[config.mk]
export PLATFORM = sky130hd
export DESIGN_NAME = stream_sample_fifo
export DESIGN_NICKNAME = d
export VERILOG_FILES = /design/src/rtl/stream_sample_fifo_pkg.sv /design/src/rtl/sample_rate_timer.sv /design/src/rtl/stream_sample_fifo.sv
export SDC_FILE = /design/constraint.sdc
export NUM_CORES = 1
export LEC_CHECK = 0
export BUFFER_PORTS_ARGS = -buffer_cell sky130_fd_sc_hd__buf_2
export CAP_MARGIN = 20
export CELL_PAD_IN_SITES_DETAIL_PLACEMENT = 1
export CELL_PAD_IN_SITES_GLOBAL_PLACEMENT = 1
export CORE_UTILIZATION = 49
export DETAILED_ROUTE_END_ITERATION = 10
export GPL_TIMING_DRIVEN = 0
export PLACE_DENSITY = 0.8
export RECOVER_POWER = 100
export SLEW_MARGIN = 20
export SYNTH_ARGS = -nofsm -noshare
export SYNTH_HDL_FRONTEND = slang
export SYNTH_HIERARCHICAL = 1
export SYNTH_SLANG_ARGS = --single-unit
[constraint.sdc]
create_clock -name clk -period 2.68 [get_ports clk]
set_input_delay 0.67 -clock clk [delete_from_list [all_inputs] [get_ports clk]]
set_output_delay 0.67 -clock clk [all_outputs]
set_load 0.02 [all_outputs]
[src/rtl/stream_sample_fifo_pkg.sv]
// Shared definitions for the stream-mode sample path.
//   SAMPLE_W       : width of one audio sample byte
//   SAMPLE_SILENCE : value shown on sample_out after reset
//   RATE_DIV_48K   : rate_div value giving ~48.03 kHz from a 50 MHz clock
package stream_sample_fifo_pkg;

    localparam int unsigned SAMPLE_W = 8;
    localparam logic [SAMPLE_W-1:0] SAMPLE_SILENCE = 8'h00;
    localparam logic [15:0] RATE_DIV_48K = 16'd1040;

    typedef logic [SAMPLE_W-1:0] sample_t;

    // Sticky error flags reported to the register file.
    typedef struct packed {
        logic overrun;
        logic underrun;
    } fifo_flags_t;

endpackage

[src/rtl/sample_rate_timer.sv]
// Sample-rate pacer: a down-counter that emits a registered one-cycle tick every
// rate_div+1 clocks while enabled.
// Ports:
//   clk, rst  : clock, asynchronous active-high reset
//   enable    : run the counter; while low the count is held at rate_div
//   reload    : force the count back to rate_div (used by FIFO flush)
//   rate_div  : clocks per sample minus one, sampled at each reload
//   tick      : one-cycle pulse at each sample boundary
module sample_rate_timer #(
    parameter int unsigned DIV_W = 16
) (
    input  logic             clk,
    input  logic             rst,
    input  logic             enable,
    input  logic             reload,
    input  logic [DIV_W-1:0] rate_div,
    output logic             tick
);

    logic [DIV_W-1:0] count_q, count_d;
    logic             tick_q, tick_d;

    always_comb begin
        count_d = count_q;
        tick_d  = 1'b0;
        if (reload || !enable) begin
            count_d = rate_div;
        end else if (count_q == '0) begin
            tick_d  = 1'b1;
            count_d = rate_div;
        end else begin
            count_d = count_q - DIV_W'(1);
        end
    end

    always_ff @(posedge clk or posedge rst) begin
        if (rst) begin
            count_q <= '0;
            tick_q  <= 1'b0;
        end else begin
            count_q <= count_d;
            tick_q  <= tick_d;
        end
    end

    // Registered tick lands rate_div+1 cycles after enable rises.
    assign tick = tick_q;

endmodule

[src/rtl/stream_sample_fifo.sv]
// Elastic sample buffer with sample-rate pacer for stream mode. SPI writes push bytes,
// the pacer pops one byte per sample period onto sample_out.
// Ports:
//   clk, rst    : clock, asynchronous active-high reset
//   wr_valid    : one-cycle push strobe, wr_data carries the byte
//   enable      : gates the pacer
//   rate_div    : clocks per sample minus one
//   flush       : synchronous clear of pointers/level, reloads the pacer
//   clr_flags   : clears sticky overrun/underrun
//   sample_out  : current audio sample (updates the cycle after a tick)
//   sample_tick : one-cycle pulse at each sample boundary
//   level       : entries held, full/empty decoded from it
//   overrun     : sticky, a write was dropped while full
//   underrun    : sticky, a tick found the buffer empty
module stream_sample_fifo
    import stream_sample_fifo_pkg::*;
#(
    parameter int unsigned DEPTH = 8,
    parameter int unsigned DIV_W = 16,
    localparam int unsigned AW   = $clog2(DEPTH)
) (
    input  logic                clk,
    input  logic                rst,
    input  logic                wr_valid,
    input  logic [SAMPLE_W-1:0] wr_data,
    input  logic                enable,
    input  logic [DIV_W-1:0]    rate_div,
    input  logic                flush,
    input  logic                clr_flags,
    output logic [SAMPLE_W-1:0] sample_out,
    output logic                sample_tick,
    output logic [AW:0]         level,
    output logic                full,
    output logic                empty,
    output logic                overrun,
    output logic                underrun
);

    localparam logic [AW:0] LevelFull = DEPTH[AW:0];

    sample_t     mem_q [DEPTH];
    logic [AW-1:0] wr_ptr_q, wr_ptr_d;
    logic [AW-1:0] rd_ptr_q, rd_ptr_d;
    logic [AW:0]   level_q, level_d;
    sample_t       sample_q, sample_d;
    fifo_flags_t   flags_q, flags_d;

    logic push, pop, ovr_evt, udr_evt;

    sample_rate_timer #(
        .DIV_W(DIV_W)
    ) u_timer (
        .clk      (clk),
        .rst      (rst),
        .enable   (enable),
        .reload   (flush),
        .rate_div (rate_div),
        .tick     (sample_tick)
    );

    assign full  = (level_q == LevelFull);
    assign empty = (level_q == '0);

    always_comb begin
        // Flush wins over both sides; a pop frees the slot a full-cycle push needs.
        pop     = sample_tick && !empty && !flush;
        push    = wr_valid && (!full || pop) && !flush;
        ovr_evt = wr_valid && !flush && !push;
        // No bypass: a tick on an empty buffer underruns even if a push lands now.
        udr_evt = sample_tick && empty && !flush;

        wr_ptr_d = wr_ptr_q;
        rd_ptr_d = rd_ptr_q;
        level_d  = level_q;
        sample_d = sample_q;

        if (flush) begin
            wr_ptr_d = '0;
            rd_ptr_d = '0;
            level_d  = '0;
        end else begin
            if (push) wr_ptr_d = wr_ptr_q + AW'(1);
            if (pop) begin
                rd_ptr_d = rd_ptr_q + AW'(1);
                sample_d = mem_q[rd_ptr_q];
            end
            unique case ({push, pop})
                2'b10:   level_d = level_q + (AW+1)'(1);
                2'b01:   level_d = level_q - (AW+1)'(1);
                default: level_d = level_q;
            endcase
        end

        // A fresh event in the clearing cycle keeps the flag set.
        flags_d.overrun  = (flags_q.overrun  && !clr_flags) || ovr_evt;
        flags_d.underrun = (flags_q.underrun && !clr_flags) || udr_evt;
    end

    always_ff @(posedge clk or posedge rst) begin
        if (rst) begin
            wr_ptr_q <= '0;
            rd_ptr_q <= '0;
            level_q  <= '0;
            sample_q <= SAMPLE_SILENCE;
            flags_q  <= '0;
        end else begin
            wr_ptr_q <= wr_ptr_d;
            rd_ptr_q <= rd_ptr_d;
            level_q  <= level_d;
            sample_q <= sample_d;
            flags_q  <= flags_d;
        end
    end

    // Storage needs no reset: level gates every read.
    always_ff @(posedge clk) begin
        if (push) mem_q[wr_ptr_q] <= wr_data;
    end

    assign sample_out = sample_q;
    assign level      = level_q;
    assign overrun    = flags_q.overrun;
    assign underrun   = flags_q.underrun;

endmodule

==> reports/qor.csv, run 1 <==
metric,value,unit
"reg-to-reg slack, setup",260,ps
Total Power,3.007,mW
drt first pass iters,7,
leakage dissipation,1.785,nW
maximum clock frequency,401.2,MHz
share of the synthesized area in the top cell type,42.91,%
VDD IR-drop max,0.0002310,V
"commonest non-fill, non-tap cells in the layout","edfxtp_1, nor2_1, dfrtp_1",
initial core utilization,50.87,%
status,finished with violations,
IO Pins,47,
post-synthesis compound-gate area fraction,6.173,%
WHS,382.1,ps
synth top area cells,"edfxtp_1, dfrtp_1, mux4_2, nor2_1, a21oi_1",
GP Congestion,0.7284,
power share of the sequential group,58.2,%
Antenna Violating Nets Remaining,0,
via count,2772,
Final nets,407,
Reg2Reg Depth,7,
xor/xnor share of the synthesized area,3.631,%
RSZ-0062 raised after global routing,no,
drt drc,10,
GR peak layer,met2,
total grt overflow,0,
Psw,0.7474,mW
post-CTS sizing,0,
clock power share,34.7,%
GR Layer Usage met3,4.604,%
critical path arrival,2800,ps
Core ar.,8806,um^2
Sw Ratio,24.85,%
post-route minimum period,2492,ps
Post-synth EDFFs,64,
Area Growth Syn to Fin,12.21,%
Port Buf Inserts,46,
startpoint types,input port,
placed cells,467,
Internal,2.260,mW
clk_lat worst skew,380,ps
RR Startpoint,level[1],
Gate power share,7.1,%
min-delay worst type,input port to asynchronous set/reset pin,
H-tree depth,3,
multiplexer share of the synthesized area,10.53,%
Syn Area/Cell,14.40,um^2
drt total wl,9.788,mm
Fin. Hold Viols,0,
register area,2848,um^2
Worst Setup SP,flush,
"FF+latch count, synth",101,
largest family of logic cells by synthesized area,simple AND/OR/NAND/NOR gates,
Post-DP HPWL,6.961,mm
fillers,901,
"most common cell after layout, fill and taps aside",edfxtp_1,
pre-CTS setup slack,-88.09,ps
Max-slew headroom,33.26,%
Setup-failing EPs final,0,
final setup margin,187.6,ps
die area,9528,um^2
clock sinks,101,
Post-CTS Setup Bufs,0,
DIE WIDTH,97.61,um
ys async rst share,36.63,%
WL per Instance,20.27,um
Synth cell types,50,
"Cell Area, Synth",4479,um^2
first-pass GRT wire length,16.04,mm
cts bufs inserted,9,
CP Capture Point,level[3],
top_reg_cell synth,edfxtp_1,
Rows,34,
synthesized instance count,311,
Clk Tree Root Cell,clkbuf_8,
post-synthesis simple-gate area fraction,11.45,%
Vias/cell,5.739,
max-slew violation count,0,
Syn Nets,348,
Die H,97.61,um
CTS tree,built,
Total Routing Usage GR,22.63,%
Ys Warns,6,
failing checks,DRC,
max-cap viol count,0,
Critical Path Sink Type,register,
Critical Path RT,2980,ps
RR Endpoint,level[3],
Max Clock Skew,19.77,ps
met2 Usage GRT,38.79,%
sequential area share after synthesis,63.58,%
fin crit share,93.00,%
highest net fanout along the worst path,10,
Final Util,57.08,%
measured slew at the worst slew-check pin,996.5,ps
"CTS clk-pin slew, worst paths",100,ps
ANT cells,0,
Iter 0 DRT Violations,169,
post-synthesis adder-cell area fraction,2.123,%
largest net degree at the start of global routing,21,
maximum buffer depth of the clock tree,2,
top cell type by total area after synthesis,edfxtp_1,
vias in the first global route,2953,
antenna violations before repair,0,
"Hold-fix buffers, CTS",0,
routing usage on met1,29.07,%
fraction of layout cells with a size suffix above 1,19.47,%
non-filler cells in the finished layout,483,
critical setup path kind,input port to register,
area of the multi-input gates,1529,um^2
Pwr Density,598.4,nW/um^2
## layout make-up
type | count | area share, %
Multi-Input combinational cell | 187 | 30.42
Timing Repair Buffer | 48 | 4.132
Inverter | 8 | 0.5975
Sequential cell | 101 | 56.66
Clock buffer | 10 | 2.738
Clock inverter | 6 | 1.519
Buffer | 15 | 1.245
Tap cell | 108 | 2.689
## cell usage after synthesis, types with 2 or more instances
library cell,count
a21oi_1,23
clkbuf_1,5
o41ai_1,2
nor3_1,5
o211ai_1,2
nand2b_1,4
buf_2,6
xnor2_1,7
ha_1,6
inv_1,8
o21ai_0,2
nor4_1,5
nor2_1,42
nor3_2,2
nand2_1,10
nor4_2,2
a31oi_1,4
nand4_1,4
buf_6,2
or4_4,2
mux2i_1,10
edfxtp_1,64
mux4_2,16
nand4b_1,3
xor2_1,9
nor4b_1,3
dfrtp_1,37
nand3_1,4
## routing by layer
metal | up-vias | wire length [um]
li1 | 1286 | -
met1 | 1404 | 4196
met2 | 67 | 5062
met3 | 15 | 388
met4 | 0 | 140
met5 | - | 0
## critical path: stages
cell and delay (ps):
buf_2 100, clkbuf_1 200, nand2b_4 220, nor3_1 390, ha_1 280, a211oi_2 80
or4_4 520, o22a_1 220, a21oi_1 120
## worst min-delay path by stage
stage / start / endpoint / slack, ps / depth (start not counted)
6_report: rst / u_timer/count_q[15] / 380 / 2
5_1_grt: rst / u_timer/count_q[15] / 440 / 2
4_1_cts: rst / u_timer/count_q[15] / 420 / 2
3_5_place_dp: sample_out[2] / sample_out[2] / 510 / 2
3_3_place_gp: sample_out[4] / sample_out[4] / 500 / 2
2_1_floorplan: u_timer/count_q[7] / u_timer/count_q[7] / 520 / 2
## sequential cells by signal (all words and copies together), names as in the netlist, 3 cells and up
name and cells:
wr_ptr_q 3, u_timer/count_q 16, sample_out 8, rd_ptr_q 3
level 4, mem_q 64
## through the flow
stage | setup TNS (ps) | area (um^2)
after detailed placement | -92.85 | 4891
after global placement | -12980 | 4853
final | 0 | 5026
after global routing | 0 | 5026
after CTS | 0 | 5105
after floorplan | 0 | 4488
## kinds of logic (layout without fill, tap and decap cells)
group	count (synthesis)	count (layout)
DFF	101	101
xor gates and xnor gates	17	17
muxes	27	27
adders and majority gates	7	7
buffers and inverters	23	87
AOI/OAI and AO/OA	42	42
and+or+nand+nor	94	94
## power groups by stage
stage          registers (mW)  logic [mW]  clock network, mW
6_report                 1.75       0.214               1.04
3_3_place_gp             1.78       0.207                  0
2_1_floorplan            1.78       0.133                  0
5_1_grt                  1.76       0.239               1.10
4_1_cts                  1.75       0.227               1.05
3_5_place_dp             1.78       0.225                  0
Power figures use the tool's default switching activity.
==> run 2: changes to the inputs <==
--- a/config.mk
+++ b/config.mk
@@ -12,10 +12,9 @@
 export CORE_UTILIZATION = 49
 export DETAILED_ROUTE_END_ITERATION = 10
 export GPL_TIMING_DRIVEN = 0
-export PLACE_DENSITY = 0.8
+export PLACE_DENSITY = 0.79
 export RECOVER_POWER = 100
 export SLEW_MARGIN = 20
 export SYNTH_ARGS = -nofsm -noshare
 export SYNTH_HDL_FRONTEND = slang
-export SYNTH_HIERARCHICAL = 1
 export SYNTH_SLANG_ARGS = --single-unit
==> run 2 against run 1 <==
Effect of this change: the flow now finishes without violations; count of clock-buffer cells in the layout stayed put; final cell count is 2.5% lower; synthesized cell count is 3.2% lower; critical path type is now register to register.
==> reports/qor.csv, run 2 <==
metric,value,unit,change
Reg2Reg Depth,10,,+3
vias in the first global route,2815,,-4.7%
RR Endpoint,level[3],,
status,finished clean,,
"commonest non-fill, non-tap cells in the layout","edfxtp_1, nor2_1, dfrtp_1",,
routing usage on met1,26.55,%,-2.5 points
RSZ-0062 raised after global routing,no,,
"CTS clk-pin slew, worst paths",100,ps,about the same
share of the synthesized area in the top cell type,42.97,%,+0.060 points
Largest Register,mem_q,,
non-filler cells in the finished layout,471,,-2.5%
Pwr Density,610.8,nW/um^2,+2.1%
startpoint types,register,,
maximum buffer depth of the clock tree,2,,unchanged
max-cap viol count,0,,unchanged
ANT cells,0,,unchanged
IO Pins,47,,unchanged
drt drc,0,,-10
Rows,34,,unchanged
post-synthesis adder-cell area fraction,2.126,%,+0.0030 points
final setup margin,162.5,ps,-25.13 ps
Worst Setup SP,level[0],,
Core ar.,8763,um^2,-0.48%
Max Clock Skew,10.81,ps,-8.957 ps
multiplexer share of the synthesized area,11.05,%,+0.52 points
total grt overflow,0,,unchanged
Antenna Violating Nets Remaining,0,,unchanged
clock sinks,101,,unchanged
top cell type by total area after synthesis,edfxtp_1,,
Critical Path RT,2970,ps,about the same
Port Buf Inserts,44,,-4.3%
Synth cell types,43,,-14%
die area,9515,um^2,-0.13%
measured slew at the worst slew-check pin,1280,ps,+283.8 ps
WL per Instance,19.28,um,-4.8%
Post-synth EDFFs,64,,unchanged
Clk Tree Root Cell,clkbuf_8,,
fin crit share,93.94,%,+0.94 points
cts bufs inserted,9,,unchanged
top_reg_cell synth,edfxtp_1,,
Total Power,3.028,mW,+0.68%
critical setup path kind,register to register,,
synthesized instance count,301,,-3.2%
first-pass GRT wire length,14.70,mm,-8.3%
synth top area cells,"edfxtp_1, dfrtp_1, mux4_2, nor2_1, o21ai_2",,
post-route minimum period,2518,ps,+25.13 ps
xor/xnor share of the synthesized area,3.720,%,+0.089 points
placed cells,454,,-2.8%
GR peak layer,met2,,
largest family of logic cells by synthesized area,multiplexers,,
CTS tree,built,,
H-tree depth,3,,unchanged
highest net fanout along the worst path,10,,unchanged
VDD IR-drop max,0.0003027,V,+31%
largest net degree at the start of global routing,24,,+14%
Vias/cell,5.533,,-3.6%
drt total wl,9.083,mm,-7.2%
drt first pass iters,4,,-3
CP Capture Point,level[3],,
fraction of layout cells with a size suffix above 1,24.52,%,+5.1 points
"Cell Area, Synth",4473,um^2,-0.14%
Die H,97.55,um,about the same
"reg-to-reg slack, setup",160,ps,-100 ps
Ys Warns,0,,-6
Fin. Hold Viols,0,,unchanged
"count leader, synth",edfxtp_1,,
"FF+latch count, synth",101,,unchanged
Largest register FFs,64,,unchanged
Setup-failing EPs final,0,,unchanged
antenna violations before repair,0,,unchanged
Max-slew headroom,14.65,%,-19 points
ys async rst share,36.63,%,unchanged
fillers,907,,+0.67%
Iter 0 DRT Violations,92,,-46%
"Hold-fix buffers, CTS",0,,unchanged
"most common cell after layout, fill and taps aside",edfxtp_1,,
min-delay worst type,input port to asynchronous set/reset pin,,
sequential area share after synthesis,63.66,%,+0.089 points
Syn Area/Cell,14.86,um^2,+3.2%
Post-DP HPWL,6.375,mm,-8.4%
critical path arrival,2810,ps,about the same
met2 Usage GRT,35.13,%,-3.7 points
setup total negative slack,0,ps,unchanged
RR Startpoint,level[0],,
Critical Path Sink Type,register,,
WHS,354.5,ps,-27.53 ps
DIE WIDTH,97.55,um,about the same
post-synthesis simple-gate area fraction,10.13,%,-1.3 points
Syn Nets,338,,-2.9%
Post-synth top cells,"edfxtp_1, nor2_1, dfrtp_1, mux4_2, o21ai_2",,
maximum clock frequency,397.2,MHz,-1.0%
Area Growth Syn to Fin,10.83,%,
Total Routing Usage GR,20.61,%,-2.0 points
Final nets,395,,-2.9%
GP Congestion,0.7636,,+4.8%
leakage dissipation,1.796,nW,+0.60%
max-slew violation count,0,,unchanged
GR Layer Usage met3,3.741,%,-0.86 points
initial core utilization,51.04,%,+0.18 points
pre-CTS setup slack,-375.6,ps,-287.5 ps
clk_lat worst skew,360,ps,-20 ps
post-synthesis compound-gate area fraction,6.853,%,+0.68 points
via count,2606,,-6.0%
## run 2: final cells by class
cell class | count | area, um^2 | share of cell area, %
buffer | 14 | 80.08 | 1.615
clock buffer | 10 | 127.6 | 2.574
clock inverter | 6 | 55.05 | 1.111
inverter | 8 | 30.03 | 0.6058
multi-input combinational | 178 | 1484 | 29.93
sequential | 101 | 2849 | 57.47
tap | 108 | 135.1 | 2.726
timing repair buffer | 46 | 196.4 | 3.963
## run 2: metrics by stage
stage / cell area, um^2 / utilization [%]
3_5_place_dp: 4866 / 55.53
6_report: 4957 / 56.57
3_3_place_gp: 4828 / 55.10
4_1_cts: 5060 / 57.74
2_1_floorplan: 4473 / -
5_1_grt: 4957 / 56.57
## run 2: cells by family (layout without fill, tap and decap cells)
kind of cell             count (synthesis)  count (layout)
AO/OA/AOI/OAI                           37              37
XOR/XNOR                                19              19
adder cells (fa/ha/maj)                  7               7
buffers and inverters                   22              84
flip-flops                             101             101
multiplexers                            29              29
AND/OR/NAND/NOR                         86              86
## run 2: repair_timing
action | 4_1_cts | 5_1_grt
endpoints found under the setup margin | 1 | 1
resized for setup | 2 | 2
buffers inserted | 0 | 1
pin swaps | 0 | 1
## run 2: how the worst min path moves through the flow
stage	end	slack (ps)	depth (start not counted)
finish	level[3]	350	2
global route	level[3]	390	2
CTS	level[3]	280	2
detailed placement	overrun	470	2
global placement	overrun	470	2
floorplan	u_timer.count_q[0]	470	1
## run 2: metal layers
layer / up-vias / wire, um
met1: 1316 / 3953
met5: - / 0
met3: 10 / 337
met2: 60 / 4690
li1: 1220 / -
met4: 0 / 102
## run 2: worst max-delay path: stages, from the launching register on
cell and delay, ps:
dfrtp_2 460, or3_1 370, buf_2 210, o21ai_4 170, nor3_2 80, ha_1 300
a21o_1 190, a21oi_2 220, and4b_1 210, o21ai_0 90, a31oi_1 150
## run 2: where the power goes
group / internal, mW / total (mW) / leakage [nW] / switching, mW
Combinational: 0.127 / 0.344 / 0.665 / 0.217
Sequential: 1.72 / 1.77 / 1.04 / 0.0557
Clock: 0.357 / 0.909 / 0.0934 / 0.553
==> run 3: changes to the inputs <==
--- a/config.mk
+++ b/config.mk
@@ -9,10 +9,10 @@
 export CAP_MARGIN = 20
 export CELL_PAD_IN_SITES_DETAIL_PLACEMENT = 1
 export CELL_PAD_IN_SITES_GLOBAL_PLACEMENT = 1
-export CORE_UTILIZATION = 49
+export CORE_UTILIZATION = 52
 export DETAILED_ROUTE_END_ITERATION = 10
 export GPL_TIMING_DRIVEN = 0
-export PLACE_DENSITY = 0.79
+export PLACE_DENSITY = 0.84
 export RECOVER_POWER = 100
 export SLEW_MARGIN = 20
 export SYNTH_ARGS = -nofsm -noshare
==> constraint.sdc (replaced) <==
create_clock -name clk -period 3.1 [get_ports clk]
set_input_delay 0.775 -clock clk [delete_from_list [all_inputs] [get_ports clk]]
set_output_delay 0.775 -clock clk [all_outputs]
set_load 0.02 [all_outputs]
==> run 3 against run 2 <==
Effect of this change: count of clock-buffer cells in the layout stayed put; combinational power is 15% lower; setup slack better by 140 ps; die area is 5.7% lower; highest routed layer unchanged; worst hold slack better by 120 ps; clock skew is 5.7 ps higher; clock power is 16% lower; maximum frequency is 10% lower; sequential cell count stayed put; global-route usage is 3.7 points higher; critical path depth stayed put.
==> reports/qor.csv, run 3 (same netlist as run 2, synthesis figures left out) <==
metric,value,unit,change
status,finished clean,,
power share of the sequential group,59.3,%,+0.7 points
Rows,33,,-2.9%
die area,8977,um^2,-5.7%
Port Buf Inserts,44,,unchanged
clk_lat worst skew,370,ps,about the same
measured slew at the worst slew-check pin,1283,ps,+2.823 ps
initial core utilization,54.17,%,+3.1 points
Max-slew headroom,13.37,%,-1.3 points
Critical Path RT,3390,ps,+420 ps
pre-CTS setup slack,-2.647,ps,+372.9 ps
Max Clock Skew,16.51,ps,+5.700 ps
post-CTS sizing,0,,-2
DIE WIDTH,94.75,um,-2.9%
drt first pass iters,4,,unchanged
largest net degree at the start of global routing,22,,-8.3%
ANT cells,0,,unchanged
Iter 0 DRT Violations,118,,+28%
Final Util,59.44,%,+2.9 points
Largest Register,mem_q,,
highest net fanout along the worst path,10,,unchanged
GP Congestion,0.7634,,about the same
final setup margin,300.9,ps,+138.4 ps
Psw,0.6966,mW,-16%
Final nets,394,,-0.25%
Total Routing Usage GR,24.27,%,+3.7 points
IO Pins,47,,unchanged
fin crit share,90.29,%,-3.6 points
"CTS clk-pin slew, worst paths",110,ps,about the same
"Hold-fix buffers, CTS",0,,unchanged
Reg2Reg Depth,10,,unchanged
clock power share,29.5,%,-0.5 points
max-cap viol count,0,,unchanged
fillers,814,,-10%
via count,2631,,+0.96%
CTS tree,built,,
vias in the first global route,2920,,+3.7%
GR Layer Usage met3,4.831,%,+1.1 points
Post-DP HPWL,6.789,mm,+6.5%
drt drc,0,,unchanged
cts bufs inserted,9,,unchanged
max-slew violation count,0,,unchanged
Gate power share,11.2,%,-0.2 points
drt total wl,9.584,mm,+5.5%
maximum buffer depth of the clock tree,2,,unchanged
min-delay worst type,input port to asynchronous set/reset pin,,
Core ar.,8258,um^2,-5.8%
critical setup path kind,register to register,,
RSZ-0062 raised after global routing,no,,
Pwr Density,528.1,nW/um^2,-14%
total grt overflow,0,,unchanged
GR peak layer,met2,,
post-route minimum period,2799,ps,+281.6 ps
first-pass GRT wire length,15.44,mm,+5.0%
maximum clock frequency,357.3,MHz,-10%
startpoint types,register,,
Antenna Violating Nets Remaining,0,,unchanged
Vias/cell,5.634,,+1.8%
Setup-failing EPs final,0,,unchanged
met2 Usage GRT,41.97,%,+6.8 points
clock sinks,101,,unchanged
fraction of layout cells with a size suffix above 1,23.48,%,-1.0 points
Die H,94.75,um,-2.9%
WL per Instance,20.52,um,+6.4%
Largest register FFs,64,,unchanged
antenna violations before repair,0,,unchanged
routing usage on met1,31.06,%,+4.5 points
Post-CTS Setup Bufs,0,,unchanged
leakage dissipation,1.781,nW,-0.82%
Internal,1.895,mW,-14%
H-tree depth,3,,unchanged
Fin. Hold Viols,0,,unchanged
Critical Path Sink Type,register,,
VDD IR-drop max,0.0002802,V,-7.4%
"most common cell after layout, fill and taps aside",edfxtp_1,,
Area Growth Syn to Fin,9.734,%,
Sw Ratio,26.87,%,-0.39 points
Total Power,2.592,mW,-14%
"commonest non-fill, non-tap cells in the layout","edfxtp_1, nor2_1, dfrtp_1",,
Clk Tree Root Cell,clkbuf_8,,
WHS,479.3,ps,+124.8 ps
critical path arrival,3090,ps,+280 ps
[run 3: cell type report]
cell class                      count  area, um^2  area share, %
Timing Repair Buffer               45       192.7          3.926
Clock buffer                       10       127.6          2.600
Multi-Input combinational cell    178        1453          29.59
Inverter                            8       30.03         0.6118
Clock inverter                      6       46.29         0.9432
Sequential cell                   101        2848          58.02
Buffer                             14       80.08          1.631
Tap cell                          105       131.4          2.677
[run 3: power groups by stage]
stage,registers [mW],clock network [mW],logic [mW]
after floorplan,1.58,0,0.190
after global placement,1.56,0,0.296
after detailed placement,1.57,0,0.320
after CTS,1.54,0.779,0.322
after global routing,1.55,0.831,0.327
final,1.54,0.765,0.292
[run 3: path summary, 6_finish.rpt]
check                                end     start  slack [ps]
setup reg to reg                level[3]  level[0]         300
hold reg to reg                 underrun  underrun         500
min in group clk                underrun  underrun         500
setup / recovery                level[3]  level[0]         300
hold / removal             sample_out[3]       rst         480
max in group asynchronous    wr_ptr_q[2]       rst        1120
[run 3: worst max-delay path, cell delays in order, from the launching register on]
cell	delay (ps)
dfrtp_1	460
or3_1	390
buf_2	190
o21ai_2	310
nor3_1	150
ha_1	320
a21o_1	180
a21oi_1	290
and4b_1	240
o21ai_0	70
a31oi_1	130
[run 3: layer usage]
layer / part of all wire (%) / vias up
li1: - / 1223
met1: 41 / 1338
met2: 53 / 60
met3: 4.9 / 10
met4: 1.3 / 0
met5: 0 / -
[run 3: through the flow]
step,TNS [ps],instances,area [um^2]
after floorplan,0,301,4473
after global placement,-362.1,450,4825
after detailed placement,-2.647,451,4862
after CTS,0,467,5036
after global routing,0,467,4908
final,0,467,4908
